### config.mk
export PLATFORM = sky130hd
export DESIGN_NAME = reset_seq
export DESIGN_NICKNAME = d
export VERILOG_FILES = /design/src/rtl/reset_seq.sv
export SDC_FILE = /design/constraint.sdc
export NUM_CORES = 1
export LEC_CHECK = 0
export CAP_MARGIN = 0
export CORE_MARGIN = 3
export CORE_UTILIZATION = 40
export DETAILED_ROUTE_END_ITERATION = 8
export MAX_ROUTING_LAYER = met4
export PLACE_DENSITY = 0.71
export SLEW_MARGIN = 10
export SYNTH_ARGS = -nofsm -noshare
export SYNTH_HDL_FRONTEND = slang
export SYNTH_SLANG_ARGS = --single-unit
### constraint.sdc
create_clock -name clk -period 2.1 [get_ports clk]
set_input_delay 0.42 -clock clk [delete_from_list [all_inputs] [get_ports clk]]
set_output_delay 0.42 -clock clk [all_outputs]
set_load 0.01 [all_outputs]
### src/rtl/reset_seq.sv
// Staggered peripheral reset release controller: releases NUM_STAGES resets one at a time, ce-paced.
// Optional: define RESET_SEQ_SKIP_MASKED_EN to release masked stages without waiting out a delay slot.
`timescale 1ns/1ps
module reset_seq #(
  parameter logic [4:0]  BASE_ADDR  = 5'h1d,
  parameter int unsigned NUM_STAGES = 4,
  parameter logic [3:0]  DFL_DELAY  = 4'd4
) (
  input  logic                  clk,
  input  logic                  rst_n,
  input  logic                  ce,
  input  logic                  start,
  input  logic                  assert_all,
  input  logic [NUM_STAGES-1:0] stage_mask,
  input  logic [4:0]            csr_a,
  input  logic [7:0]            csr_di,
  input  logic                  csr_we,
  output logic [7:0]            csr_do,
  output logic [NUM_STAGES-1:0] rst_out,
  output logic                  busy,
  output logic                  done
);

  localparam int unsigned IDX_W  = (NUM_STAGES > 1) ? $clog2(NUM_STAGES) : 1;
  localparam int unsigned CNT_W  = 4;
  localparam int unsigned CNT_XW = CNT_W + 1;
  localparam logic [4:0]  ADDR_HOLD = 5'(BASE_ADDR + 5'd1);
  localparam logic [IDX_W-1:0] LAST_IDX = IDX_W'(NUM_STAGES - 1);

  typedef enum logic [1:0] {
    ST_IDLE = 2'd0,
    ST_WAIT = 2'd1,
    ST_DONE = 2'd2
  } state_t;

  state_t                state_q, state_d;
  logic [IDX_W-1:0]      idx_q, idx_d;
  logic [CNT_W-1:0]      cnt_q, cnt_d;
  logic [NUM_STAGES-1:0] released_q, released_d;
  logic                  busy_q, busy_d;
  logic                  done_q, done_d;
  logic [CNT_W-1:0]      delay_q;
  logic [NUM_STAGES-1:0] hold_q;

  logic                  sel_main;
  logic                  sel_hold;
  logic                  restart_wr;
  logic                  go;
  logic [CNT_W-1:0]      delay_eff;
  logic [CNT_XW-1:0]     cnt_inc;
  logic                  skip;
  logic                  slot_done;
  logic                  unused_csr_di;

  // CSR decode; restart bit behaves exactly like a start pulse
  assign sel_main   = (csr_a == BASE_ADDR);
  assign sel_hold   = (csr_a == ADDR_HOLD);
  assign restart_wr = csr_we & sel_main & csr_di[5];
  assign go         = start | restart_wr;
  assign unused_csr_di = ^{csr_di[7:6], csr_di[4]};

  // delay of zero is treated as one tick; widened compare never wraps when delay drops
  assign delay_eff = (delay_q == '0) ? CNT_W'(1) : delay_q;
  assign cnt_inc   = CNT_XW'(cnt_q) + CNT_XW'(1);

`ifdef RESET_SEQ_SKIP_MASKED_EN
  assign skip = stage_mask[idx_q];
`else
  assign skip = 1'b0;
`endif

  assign slot_done = skip | (ce & (cnt_inc >= {1'b0, delay_eff}));

  always_ff @(posedge clk or negedge rst_n) begin
    if (!rst_n) begin
      state_q    <= ST_IDLE;
      idx_q      <= '0;
      cnt_q      <= '0;
      released_q <= '0;
      busy_q     <= 1'b0;
      done_q     <= 1'b0;
    end else begin
      state_q    <= state_d;
      idx_q      <= idx_d;
      cnt_q      <= cnt_d;
      released_q <= released_d;
      busy_q     <= busy_d;
      done_q     <= done_d;
    end
  end

  always_comb begin
    state_d    = state_q;
    idx_d      = idx_q;
    cnt_d      = cnt_q;
    released_d = released_q;
    busy_d     = busy_q;
    done_d     = done_q;

    case (state_q)
      ST_IDLE: begin
        released_d = '0;
        if (go) begin
          state_d = ST_WAIT;
          idx_d   = '0;
          cnt_d   = '0;
          busy_d  = 1'b1;
          done_d  = 1'b0;
        end
      end
      ST_WAIT: begin
        if (slot_done) begin
          released_d[idx_q] = 1'b1;
          cnt_d             = '0;
          if (idx_q == LAST_IDX) begin
            state_d = ST_DONE;
            busy_d  = 1'b0;
            done_d  = 1'b1;
          end else begin
            idx_d = idx_q + IDX_W'(1);
          end
        end else if (ce) begin
          cnt_d = cnt_q + CNT_W'(1);
        end
      end
      ST_DONE: begin
        if (go) begin
          state_d    = ST_WAIT;
          released_d = '0;
          idx_d      = '0;
          cnt_d      = '0;
          busy_d     = 1'b1;
          done_d     = 1'b0;
        end
      end
      default: begin
        state_d    = ST_IDLE;
        released_d = '0;
        busy_d     = 1'b0;
        done_d     = 1'b0;
      end
    endcase

    // assert_all overrides everything, including a same-cycle start or restart
    if (assert_all) begin
      state_d    = ST_IDLE;
      released_d = '0;
      idx_d      = '0;
      cnt_d      = '0;
      busy_d     = 1'b0;
      done_d     = 1'b0;
    end
  end

  // CSR-writable configuration
  always_ff @(posedge clk or negedge rst_n) begin
    if (!rst_n) begin
      delay_q <= DFL_DELAY;
      hold_q  <= '0;
    end else if (csr_we) begin
      if (sel_main) delay_q <= csr_di[CNT_W-1:0];
      if (sel_hold) hold_q  <= csr_di[NUM_STAGES-1:0];
    end
  end

  always_comb begin
    csr_do = 8'h00;
    if (sel_main) begin
      csr_do = {busy_q, done_q, 1'b0, 1'b0, delay_q};
    end else if (sel_hold) begin
      csr_do = 8'(hold_q);
    end
  end

  assign rst_out = ~released_q | hold_q | stage_mask;
  assign busy    = busy_q;
  assign done    = done_q;

endmodule

==> key figures, run 1 <==
Synth
  – Syn_area_per_cell: a little over 10 µm²
  – #FFs+latches synth: 21
  – Ys Warns: 0
  – Post-synthesis sequential area ratio: between 30% and 40%
  – Main synth FF type: dfrtp_1
  – Top cell type's share of synthesized area: a little under two fifths
  – Cells after synthesis: 132
  – Mapped cell area: 1338 µm²
  – Yosys top cell by area: dfrtp_1
  – Synth area leaders: dfrtp_1 37%, ha_1 8.4%, mux2_2 5.9%
  – Synth unique cells: 44
  – Ys async rst share: between 90% and 100%
  – EDFF count, synth: 0

Layout
  – Final net count: approximately 220
  – Fillers: 267
  – Antenna diode count: 0
  – Most frequent cells in the layout: 22 x buf_4, 20 x dfrtp_1, 20 x clkdlybuf4s50_1
  – Finished Cell Area: 2011 µm²
  – Commonest non-fill, non-tap cell in the layout: buf_4
  – Area growth syn-to-layout: 50.33%
  – Layout cells sized above 1: 34.39%

Power
  – Sw Share: about a third
  – Clock share of power: between 10% and 20%
  – Leak: 0.9171 nW
  – Pwr Density: ~730 nW/µm²
  – Cell-internal power: ~0.00097 W
  – Max VDD drop: 437.6 µV
  – NetSw: 0.0005026 W
  – Tot Pwr: 0.001470 W
  – Part of the power in registers: between 30% and 40%
  – Comb pwr share: between 50 and 60%

Floorplan
  – Starting Density: a little over two fifths
  – Core ar.: ~3100 µm²
  – Die X: roughly 64 µm
  – FP Rows: 20
  – Die area: slightly above 4000 µm²
  – I/O Pins: 37
  – Die H: around 64 µm

Worst setup path
  – RR Startpoint: delay_q[2]$_DFFE_PN1P_
  – CP max FO: 3
  – Slowest CP cell: dfstp_2
  – Type of the worst setup path: reg2reg
  – Reg2reg end: idx_q[0]$_DFFE_PN0P_
  – Crit path max-delay family: compound AO/OA/AOI/OAI gates
  – Setup crit start kind: flip-flop
  – CP Capture Type: flip-flop
  – Worst R2R Path Depth: 9
  – CP Data Required Time: 2310 ps
  – CP Depth: 9
  – Worst R2R Setup Slack: -110 ps
  – CP Data Arrival Time: between 2000 and 2500 ps
  – Worst path cell trace: inv_2, a31o_4, ha_4, nand2b_4, a31oi_4, buf_6, o32a_1, a21bo_1, mux2_4
  – Crit path buf inv count: 2
  – Max stage delay on crit path: roughly 560 ps

Timing
  – RSZ-0062 raised after global routing: true
  – Tcrit/Tclk final: 105.3%
  – Max Fclk: between 400 and 500 MHz
  – Setup ws final: -110.6 ps
  – Final setup vio count: 4
  – Slew Viols, Final: 0
  – Minimum clock period: ~2200 ps
  – Hold WS: approximately 440 ps
  – Hold Fails Final Rpt: 0
  – Final setup skew: slightly below 7 ps

Flow run
  – Max-cap violations: 0

GRT
  – First-pass GRT wire length: around 6000 µm
  – Largest net degree at the start of global routing: 22
  – Grt ovf: 0
  – Vias in the first global route: around 1300
  – All-Layer GR Usage: between 10% and 20%
  – Initial antenna violation count: 0

CTS
  – TritonCTS clock tree: yes
  – Clock buffer depth: 2
  – Hold buffers post-CTS: 0
  – Clock-pin slew on the worst setup and hold paths: 130 ps
  – # clock sinks: 21
  – Clk_lat worst skew: around 300 ps
  – Clk root buf: clkbuf_4
  – TritonCTS Buffers: 3
  – H-tree depth: 1

Place
  – Port Buffers: 31
  – DPL Wire Length: 2577 µm
  – Pre-CTS setup slack: -273.5 ps
  – GPL Wtd Cong: between 0.8 and 0.9
  – Post-place instance area: about 1800 µm²

Run status
  – Violated checks: setup timing
  – Status: finished with violations

Drt
  – Post-route DRC: 0
  – Vias/cell: a little over 5
  – Initial DRC count: 40
  – WL/cell: 15.27 µm
  – Total wire length: 3557 µm
  – DRT Pass-1 Iters: 5
  – DR vias: around 1200
  – Post-DRT Antenna Nets: 0

Worst hold path
  – HP Class: in2async
[how the worst max path moves through the flow]
stage                      startpoint              endpoint
6_report       delay_q[2]$_DFFE_PN1P_  idx_q[0]$_DFFE_PN0P_
5_1_grt          cnt_q[0]$_DFFE_PN0P_  idx_q[0]$_DFFE_PN0P_
4_1_cts          cnt_q[0]$_DFFE_PN0P_  idx_q[0]$_DFFE_PN0P_
3_5_place_dp                 csr_a[0]             csr_do[1]
3_3_place_gp                 csr_a[1]             csr_do[3]
2_1_floorplan    cnt_q[0]$_DFFE_PN0P_      busy$_DFFE_PN0P_
[through the flow]
| step | utilization, % | std cells | setup TNS [ps] |
|---|---|---|---|
| floorplan | - | 133 | 0 |
| global placement | 56.80 | 217 | -1682 |
| detailed placement | 56.80 | 217 | -2059 |
| CTS | 59.36 | 225 | -463.5 |
| global route | 64.28 | 233 | -1148 |
| finish | 64.28 | 233 | -321.5 |
[synthesized netlist by cell type (2+ instances only)]
cell       n
ha_1       9
inv_1     10
a22o_1     4
nand3_1    3
or3_1      3
a21oi_1    5
and3_1     4
nor2_1    11
a22oi_1    4
mux2_2     7
buf_4      2
nand2b_1   2
o21ai_0    7
buf_6      2
nor2b_1    4
or3b_2     3
o21ai_2    2
nand2_1    5
dfrtp_1   20
[power groups by stage]
stage	Combinational (W)	Clock, W	Sequential [W]
floorplan	0.000274	0	0.000521
global placement	0.000426	0	0.000531
detailed placement	0.000450	0	0.000534
CTS	0.000527	0.000202	0.000527
global route	0.000797	0.000221	0.000540
finish	0.000740	0.000201	0.000530
[cell type report]
class / instances / area (µm²) / share of cell area, %
timing repair buffer: 57 / 514.2 / 25.58
multi-input combinational: 97 / 849.6 / 42.25
tap: 44 / 55.05 / 2.738
clock buffer: 3 / 22.52 / 1.120
clock inverter: 1 / 5.005 / 0.2489
inverter: 10 / 37.54 / 1.867
sequential: 21 / 526.8 / 26.20
[timing repair]
action / 4_1_cts / 5_1_grt
pin swaps: 3 / 18
gates resized for setup: 23 / 20
buffers inserted: 4 / 8
endpoints found under the setup margin: 15 / 16
[per-layer routing]
layer | global-route usage [%] | up-vias | wire (µm)
met5 | - | - | 0
li1 | - | 586 | -
met4 | 1.617 | 0 | 9
met2 | 33.42 | 38 | 1758
met3 | 3.691 | 2 | 179
met1 | 23.22 | 566 | 1610
[registers in the layout, summed over array words and instances, names as in the netlist]
signal      flops
hold_q          4
busy            1
released_q      4
delay_q         4
cnt_q           4
state_q         2
idx_q           2
[worst register-to-register path: cells and delay by family, from the launching register on]
family	cells	cell delay, ps
flip-flops	1	560
AND/OR/NAND/NOR	1	120
adder cells (fa/ha/maj)	1	260
buffers and inverters	2	180
AO/OA/AOI/OAI	4	740
multiplexers	1	260
[cell families after synthesis]
| family | count (synthesis) | share of synthesized area [%] |
|---|---|---|
| muxes | 7 | 5.894 |
| AOI/OAI and AO/OA | 34 | 20.30 |
| DFF | 21 | 39.38 |
| adders and majority gates | 9 | 8.419 |
| buffers and inverters | 15 | 5.893 |
| xor gates and xnor gates | 2 | 1.310 |
| and+or+nand+nor | 43 | 18.52 |
| other | 1 | 0.2804 |
(Power assumes the default switching activity.)
==> run 2: changes to the inputs <==
Settings changed: PLACE_DENSITY 0.71 to 0.68.
==> run 2 against run 1 <==
Sequential share of layout area is 0.95 points higher. Critical path depth is 1 lower. Power is 8.1% lower. Combinational power is 17% lower. Fmax is 4.2% higher. Non-clock buffer count stayed put. The run still ends with setup timing left. Via count is 4.9% higher. Largest power group unchanged. Critical endpoint is now cnt_q[0]$_DFFE_PN0P_. Critical path type unchanged. Register-to-register slack better by 90 ps. Global-route usage is 0.85 points lower. Clock power is 2% higher. First-iteration DRC count is 28% higher.
==> key figures, run 2 (synthesized netlist as in run 1, its figures left out) <==
Run status
  – Status: finished with violations (unchanged)
  – Violated checks: setup timing (unchanged)

Worst setup path
  – CP Data Required Time: 2310 ps (about the same)
  – CP Data Arrival Time: 2340 ps (was 2420 ps)
  – CP Capture Type: flip-flop (unchanged)
  – Worst setup path startpoint: cnt_q[0]$_DFFE_PN0P_ (was delay_q[2]$_DFFE_PN1P_)
  – CP max FO: 4 (was 3)
  – Type of the worst setup path: reg2reg (unchanged)
  – Setup crit start kind: flip-flop (unchanged)
  – RR Startpoint: cnt_q[0]$_DFFE_PN0P_ (was delay_q[2]$_DFFE_PN1P_)

Drt
  – Post-route DRC: 0 (unchanged)
  – Post-DRT Antenna Nets: 0 (unchanged)
  – DRT Pass-1 Iters: 5 (unchanged)
  – Vias/cell: 5.369 (was 5.116)
  – Initial DRC count: 51 (was 40)
  – DR vias: 1251 (was 1192)
  – Total wire length: 3596 µm (was 3557 µm)
  – WL/cell: 15.43 µm (was 15.27 µm)

CTS
  – TritonCTS clock tree: yes (unchanged)
  – H-tree depth: 1 (unchanged)
  – Clk_lat worst skew: 310 ps (was 300 ps)
  – Clock buffer depth: 2 (unchanged)
  – Clk root buf: clkbuf_4 (unchanged)
  – Hold buffers post-CTS: 0 (unchanged)
  – Clock-pin slew on the worst setup and hold paths: 130 ps (about the same)
  – TritonCTS Buffers: 3 (unchanged)
  – # clock sinks: 21 (unchanged)

Timing
  – Slew Viols, Final: 0 (unchanged)
  – Minimum clock period: 2122 ps (was 2211 ps)
  – Final setup vio count: 2 (was 4)
  – Hold Fails Final Rpt: 0 (unchanged)
  – Max Fclk: 471.3 MHz (was 452.4 MHz)
  – Setup ws final: -21.74 ps (was -110.6 ps)
  – Tcrit/Tclk final: 101.0% (was 105.3%)
  – Setup_tns: -40.88 ps (was -321.5 ps)
  – Final setup skew: 4.216 ps (was 6.725 ps)
  – RSZ-0062 raised after global routing: true (unchanged)

GRT
  – Grt ovf: 0 (unchanged)
  – Met3 Resource Use GR: 2.109% (was 3.691%)
  – Largest net degree at the start of global routing: 22 (unchanged)
  – First-pass GRT wire length: 5713 µm (was 6030 µm)
  – All-Layer GR Usage: 18.08% (was 18.93%)
  – Initial antenna violation count: 0 (unchanged)
  – Met1 GRT Util: 21.86% (was 23.22%)
  – Gr busiest metal: met2 (unchanged)
  – Met2 Track Usage GR: 30.71% (was 33.42%)
  – Vias in the first global route: 1303 (was 1272)

Floorplan
  – Die H: 63.83 µm (unchanged)
  – Core ar.: 3128 µm² (unchanged)
  – Die area: 4074 µm² (unchanged)
  – I/O Pins: 37 (unchanged)
  – Starting Density: 42.76% (unchanged)
  – FP Rows: 20 (unchanged)
  – Die X: 63.83 µm (unchanged)

Power
  – Max VDD drop: 281.8 µV (was 437.6 µV)
  – Pwr Density: 696.2 nW/µm² (was 731.3 nW/µm²)
  – Tot Pwr: 0.001351 W (was 0.001470 W)
  – Leak: 0.9062 nW (was 0.9171 nW)

Layout
  – Layout cells sized above 1: 34.92% (was 34.39%)
  – Final net count: 222 (unchanged)
  – Area growth syn-to-layout: 45.09% (was 50.33%)
  – Antenna diode count: 0 (unchanged)
  – Most frequent cells in the layout: 25 x buf_4, 21 x clkdlybuf4s50_1, 20 x dfrtp_1 (was 22 x buf_4, 20 x dfrtp_1, 20 x clkdlybuf4s50_1)
  – Commonest non-fill, non-tap cell in the layout: buf_4 (unchanged)
  – Fillers: 282 (was 267)

Place
  – Port Buffers: 31 (unchanged)
  – GPL Wtd Cong: 0.8303 (was 0.8539)
  – DPL Wire Length: 2436 µm (was 2577 µm)

Flow run
  – Max-cap violations: 0 (unchanged)

Worst hold path
  – HP Class: in2async (unchanged)
[run 2: changes by cell type in the layout (fill, tap and decap cells not counted), moves of 2 or more]
cell | before | now
buf_4 | 22 | 25
buf_6 | 4 | 1
clkbuf_2 | 0 | 3
clkdlybuf4s15_1 | 3 | 0
inv_1 | 8 | 10
inv_2 | 2 | 0
[run 2: final timing paths]
path | to | slack, ps | cells past startpoint
hold / removal | idx_q[0]$_DFFE_PN0P_ | 430 | 2
setup reg to reg | cnt_q[0]$_DFFE_PN0P_ | -20 | 8
max in group asynchronous | delay_q[2]$_DFFE_PN1P_ | 1390 | 2
min in group clk | released_q[1]$_DFFE_PN0P_ | 510 | 2
hold reg to reg | released_q[1]$_DFFE_PN0P_ | 510 | 2
setup / recovery | cnt_q[0]$_DFFE_PN0P_ | -20 | 8
[run 2: power breakdown]
group	total, W	internal (W)	switching, W
Combinational	0.000617	0.000346	0.000271
Sequential	0.000529	0.000468	0.0000610
Clock	0.000205	0.0000712	0.000134
[run 2: layer usage]
layer / up-vias / share of wire, %
li1: 581 / -
met1: 617 / 42
met2: 47 / 51
met3: 6 / 5.1
met4: 0 / 1.4
met5: - / 0
[run 2: critical path: stages (launching register included)]
cell	delay, ps
dfrtp_1	440
ha_2	220
xor2_1	160
ha_1	290
buf_4	120
a31oi_4	100
a211oi_2	310
nor2_2	110
mux2_2	270
[run 2: layout make-up]
type	count	area, µm²	share of cell area (%)
multi-input cells	97	805.8	41.52
well taps	44	55.05	2.837
clock buffers	3	22.52	1.161
clock inverters	1	5.005	0.2579
repair buffers	57	488.0	25.15
inverters	10	37.54	1.934
flip-flops and latches	21	526.8	27.14
[run 2: metrics by stage]
stage                     hold WS (ps)  std cells  setup slack [ps]  util [%]  instance area, µm²
after detailed placement         492.0        219            -249.1     57.28                1792
after global placement           479.3        219            -229.6     57.28                1792
after global routing             449.1        233            -89.18     62.04                1941
after CTS                        443.5        230             8.705     60.88                1904
after floorplan                  124.4        133             8.243         -                1348
final                            433.2        233            -21.74     62.04                1941
[run 2: timing repair]
| item | CTS | global route |
|---|---|---|
| setup buffers | 7 | 3 |
| endpoints found under the setup margin | 17 | 12 |
| gates resized for setup | 23 | 12 |
| hold endpoints to repair | 0 | 0 |
| pin swaps | 9 | 11 |
==> run 3: changes to the inputs <==
Settings changed: HOLD_SLACK_MARGIN set to 0.15, PLACE_DENSITY 0.68 to 0.66.
Clock period 2.1 ns to 2.4 ns, I/O delays scaled along.
==> run 3 against run 2 <==
The run now ends clean. Largest cell class unchanged. Count of clock-buffer cells in the layout stayed put. Cell count decreased by 8.2%. Highest routed layer unchanged. Global-route usage down 2.2 points.
==> key figures, run 3 (synthesized netlist as in run 1, its figures left out) <==
CTS
  – Clock-pin slew on the worst setup and hold paths: 120 ps (was 130 ps)
  – TritonCTS clock tree: yes (unchanged)
  – # clock sinks: 21 (unchanged)
  – Clk root buf: clkbuf_4 (unchanged)
  – Hold buffers post-CTS: 0 (unchanged)
  – Clk_lat worst skew: 300 ps (was 310 ps)
  – Clock buffer depth: 2 (unchanged)
  – H-tree depth: 1 (unchanged)
  – TritonCTS Buffers: 3 (unchanged)

Layout
  – Final net count: 203 (was 222)
  – Post-Layout Cell Count: 214 (was 233)
  – Area growth syn-to-layout: 31.24% (was 45.09%)
  – Antenna diode count: 0 (unchanged)
  – Most frequent cells in the layout: 24 x clkdlybuf4s50_1, 20 x dfrtp_1, 11 x nor2_1 (was 25 x buf_4, 21 x clkdlybuf4s50_1, 20 x dfrtp_1)
  – Layout cells sized above 1: 20.00% (was 34.92%)
  – Fillers: 289 (was 282)
  – Finished Cell Area: 1755 µm² (was 1941 µm²)
  – Commonest non-fill, non-tap cell in the layout: clkdlybuf4s50_1 (was buf_4)

Drt
  – Post-DRT Antenna Nets: 0 (unchanged)
  – Post-route DRC: 0 (unchanged)
  – DRT Pass-1 Iters: 4 (was 5)
  – Vias/cell: 5.112 (was 5.369)
  – WL/cell: 14.30 µm (was 15.43 µm)
  – Total wire length: 3061 µm (was 3596 µm)
  – Initial DRC count: 27 (was 51)
  – DR vias: 1094 (was 1251)

Timing
  – Final setup skew: 4.830 ps (was 4.216 ps)
  – Final setup vio count: 0 (was 2)
  – Max Fclk: 426.6 MHz
  – Hold WS: 504.4 ps (was 433.2 ps)
  – Setup ws final: 55.81 ps (was -21.74 ps)
  – Minimum clock period: around 2300 ps
  – Hold Fails Final Rpt: 0 (unchanged)
  – Tcrit/Tclk final: 97.67%
  – Slew Viols, Final: 0 (unchanged)

GRT
  – First-pass GRT wire length: 5071 µm (was 5713 µm)
  – Initial antenna violation count: 0 (unchanged)
  – All-Layer GR Usage: 15.83% (was 18.08%)
  – Vias in the first global route: 1104 (was 1303)
  – Grt ovf: 0 (unchanged)
  – Largest net degree at the start of global routing: 22 (unchanged)

Floorplan
  – Die area: 4074 µm² (unchanged)
  – Starting Density: 42.76% (unchanged)
  – Die X: 63.83 µm (unchanged)
  – Core ar.: 3128 µm² (unchanged)
  – I/O Pins: 37 (unchanged)
  – FP Rows: 20 (unchanged)
  – Die H: 63.83 µm (unchanged)

Place
  – GPL Wtd Cong: 0.7958 (was 0.8303)
  – Pre-CTS setup slack: -83.22 ps (was -249.1 ps)
  – Post-place instance area: 1688 µm² (was 1792 µm²)
  – DPL Wire Length: 2351 µm (was 2436 µm)
  – Port Buffers: 31 (unchanged)
  – DP Cell Count: 206 (was 219)

Worst setup path
  – Max stage delay on crit path: 430 ps (was 440 ps)
  – Critical Path Most Common Cell: buf_4
  – Worst path cell trace: clkdlybuf4s50_1, nor2b_4, buf_4, buf_4, a22oi_1, nor2_1, dlygate4sd2_1 (was ha_2, xor2_1, ha_1, buf_4, a31oi_4, a211oi_2, nor2_2, mux2_2)
  – Slowest CP cell: clkdlybuf4s50_1 (was dfrtp_1)
  – Crit path max-delay family: buffers and inverters (was adder cells)
  – Type of the worst setup path: in2out (was reg2reg)
  – CP Capture Type: output pin (was flip-flop)
  – Crit path buf inv count: 4 (was 1)
  – Worst R2R Path Depth: 8 (unchanged)
  – RR Startpoint: cnt_q[1]$_DFFE_PN0P_ (was cnt_q[0]$_DFFE_PN0P_)
  – CP Data Arrival Time: 1860 ps (was 2340 ps)
  – CP max FO: 4 (unchanged)
  – Reg2reg end: busy$_DFFE_PN0P_ (was cnt_q[0]$_DFFE_PN0P_)
  – Setup crit start kind: primary input (was flip-flop)
  – CP Data Required Time: 1920 ps (was 2310 ps)
  – Worst R2R Setup Slack: 120 ps (was -20 ps)

Run status
  – Status: finished clean (was finished with violations)

Power
  – Max VDD drop: 207.2 µV (was 281.8 µV)
  – Tot Pwr: 0.0009900 W (was 0.001351 W)
  – Pwr Density: 563.9 nW/µm² (was 696.2 nW/µm²)
  – Leak: 0.8317 nW (was 0.9062 nW)

Worst hold path
  – HP Class: in2async (unchanged)

Flow run
  – Max-cap violations: 0 (unchanged)
==> run 3: cell count changes in the layout (fill, tap and decap cells not counted), sizes merged <==
cell,previous run,this run
buf,27,7
clkbuf,6,3
clkdlybuf4s50,21,24
clkdlybuf4s15,1,0
dlygate4sd2,4,5
dlymetal6s2s,1,2
==> run 3: metal layers <==
layer	share of wire, %	up-vias	global-route usage [%]
li1	-	542	-
met1	49	524	20.64
met2	45	26	25.03
met3	5.5	2	3.339
met4	0.46	0	4.043
met5	0	-	-
==> run 3: worst max-delay path by stage <==
stage	slack, ps	cells past startpoint	endpoint	from
6_report	60	7	csr_do[3]	csr_a[0]
4_1_cts	30	4	csr_do[7]	csr_a[3]
5_1_grt	-7	8	busy$_DFFE_PN0P_	cnt_q[1]$_DFFE_PN0P_
2_1_floorplan	280	8	busy$_DFFE_PN0P_	cnt_q[0]$_DFFE_PN0P_
3_5_place_dp	-80	5	csr_do[3]	csr_a[0]
3_3_place_gp	-60	6	csr_do[1]	csr_a[1]
==> run 3: final cells by class <==
type | count | area (µm²) | share of cell area (%)
tap | 44 | 55.05 | 3.136
inverter | 10 | 37.54 | 2.138
clock inverter | 1 | 5.005 | 0.2851
sequential | 21 | 526.8 | 30.01
timing repair buffer | 38 | 361.6 | 20.60
clock buffer | 3 | 22.52 | 1.283
multi-input combinational | 97 | 747.0 | 42.55
==> run 3: timing repair <==
item,CTS,global route
pin swaps,0,0
setup endpoints to repair,6,4
buffers inserted,4,0
cloned,0,0
resized for setup,7,3
==> run 3: report_power, final <==
group / switching [W] / internal, W
logic: 0.000174 / 0.000185
registers: 0.0000475 / 0.000410
clock network: 0.000112 / 0.0000621
total: 0.000333 / 0.000657
==> run 3: stage by stage <==
stage               TNS (ps)  util (%)
floorplan                  0         -
global placement      -302.5     53.96
detailed placement    -390.4     53.96
CTS                        0     55.76
global route          -7.006     56.12
finish                     0     56.12
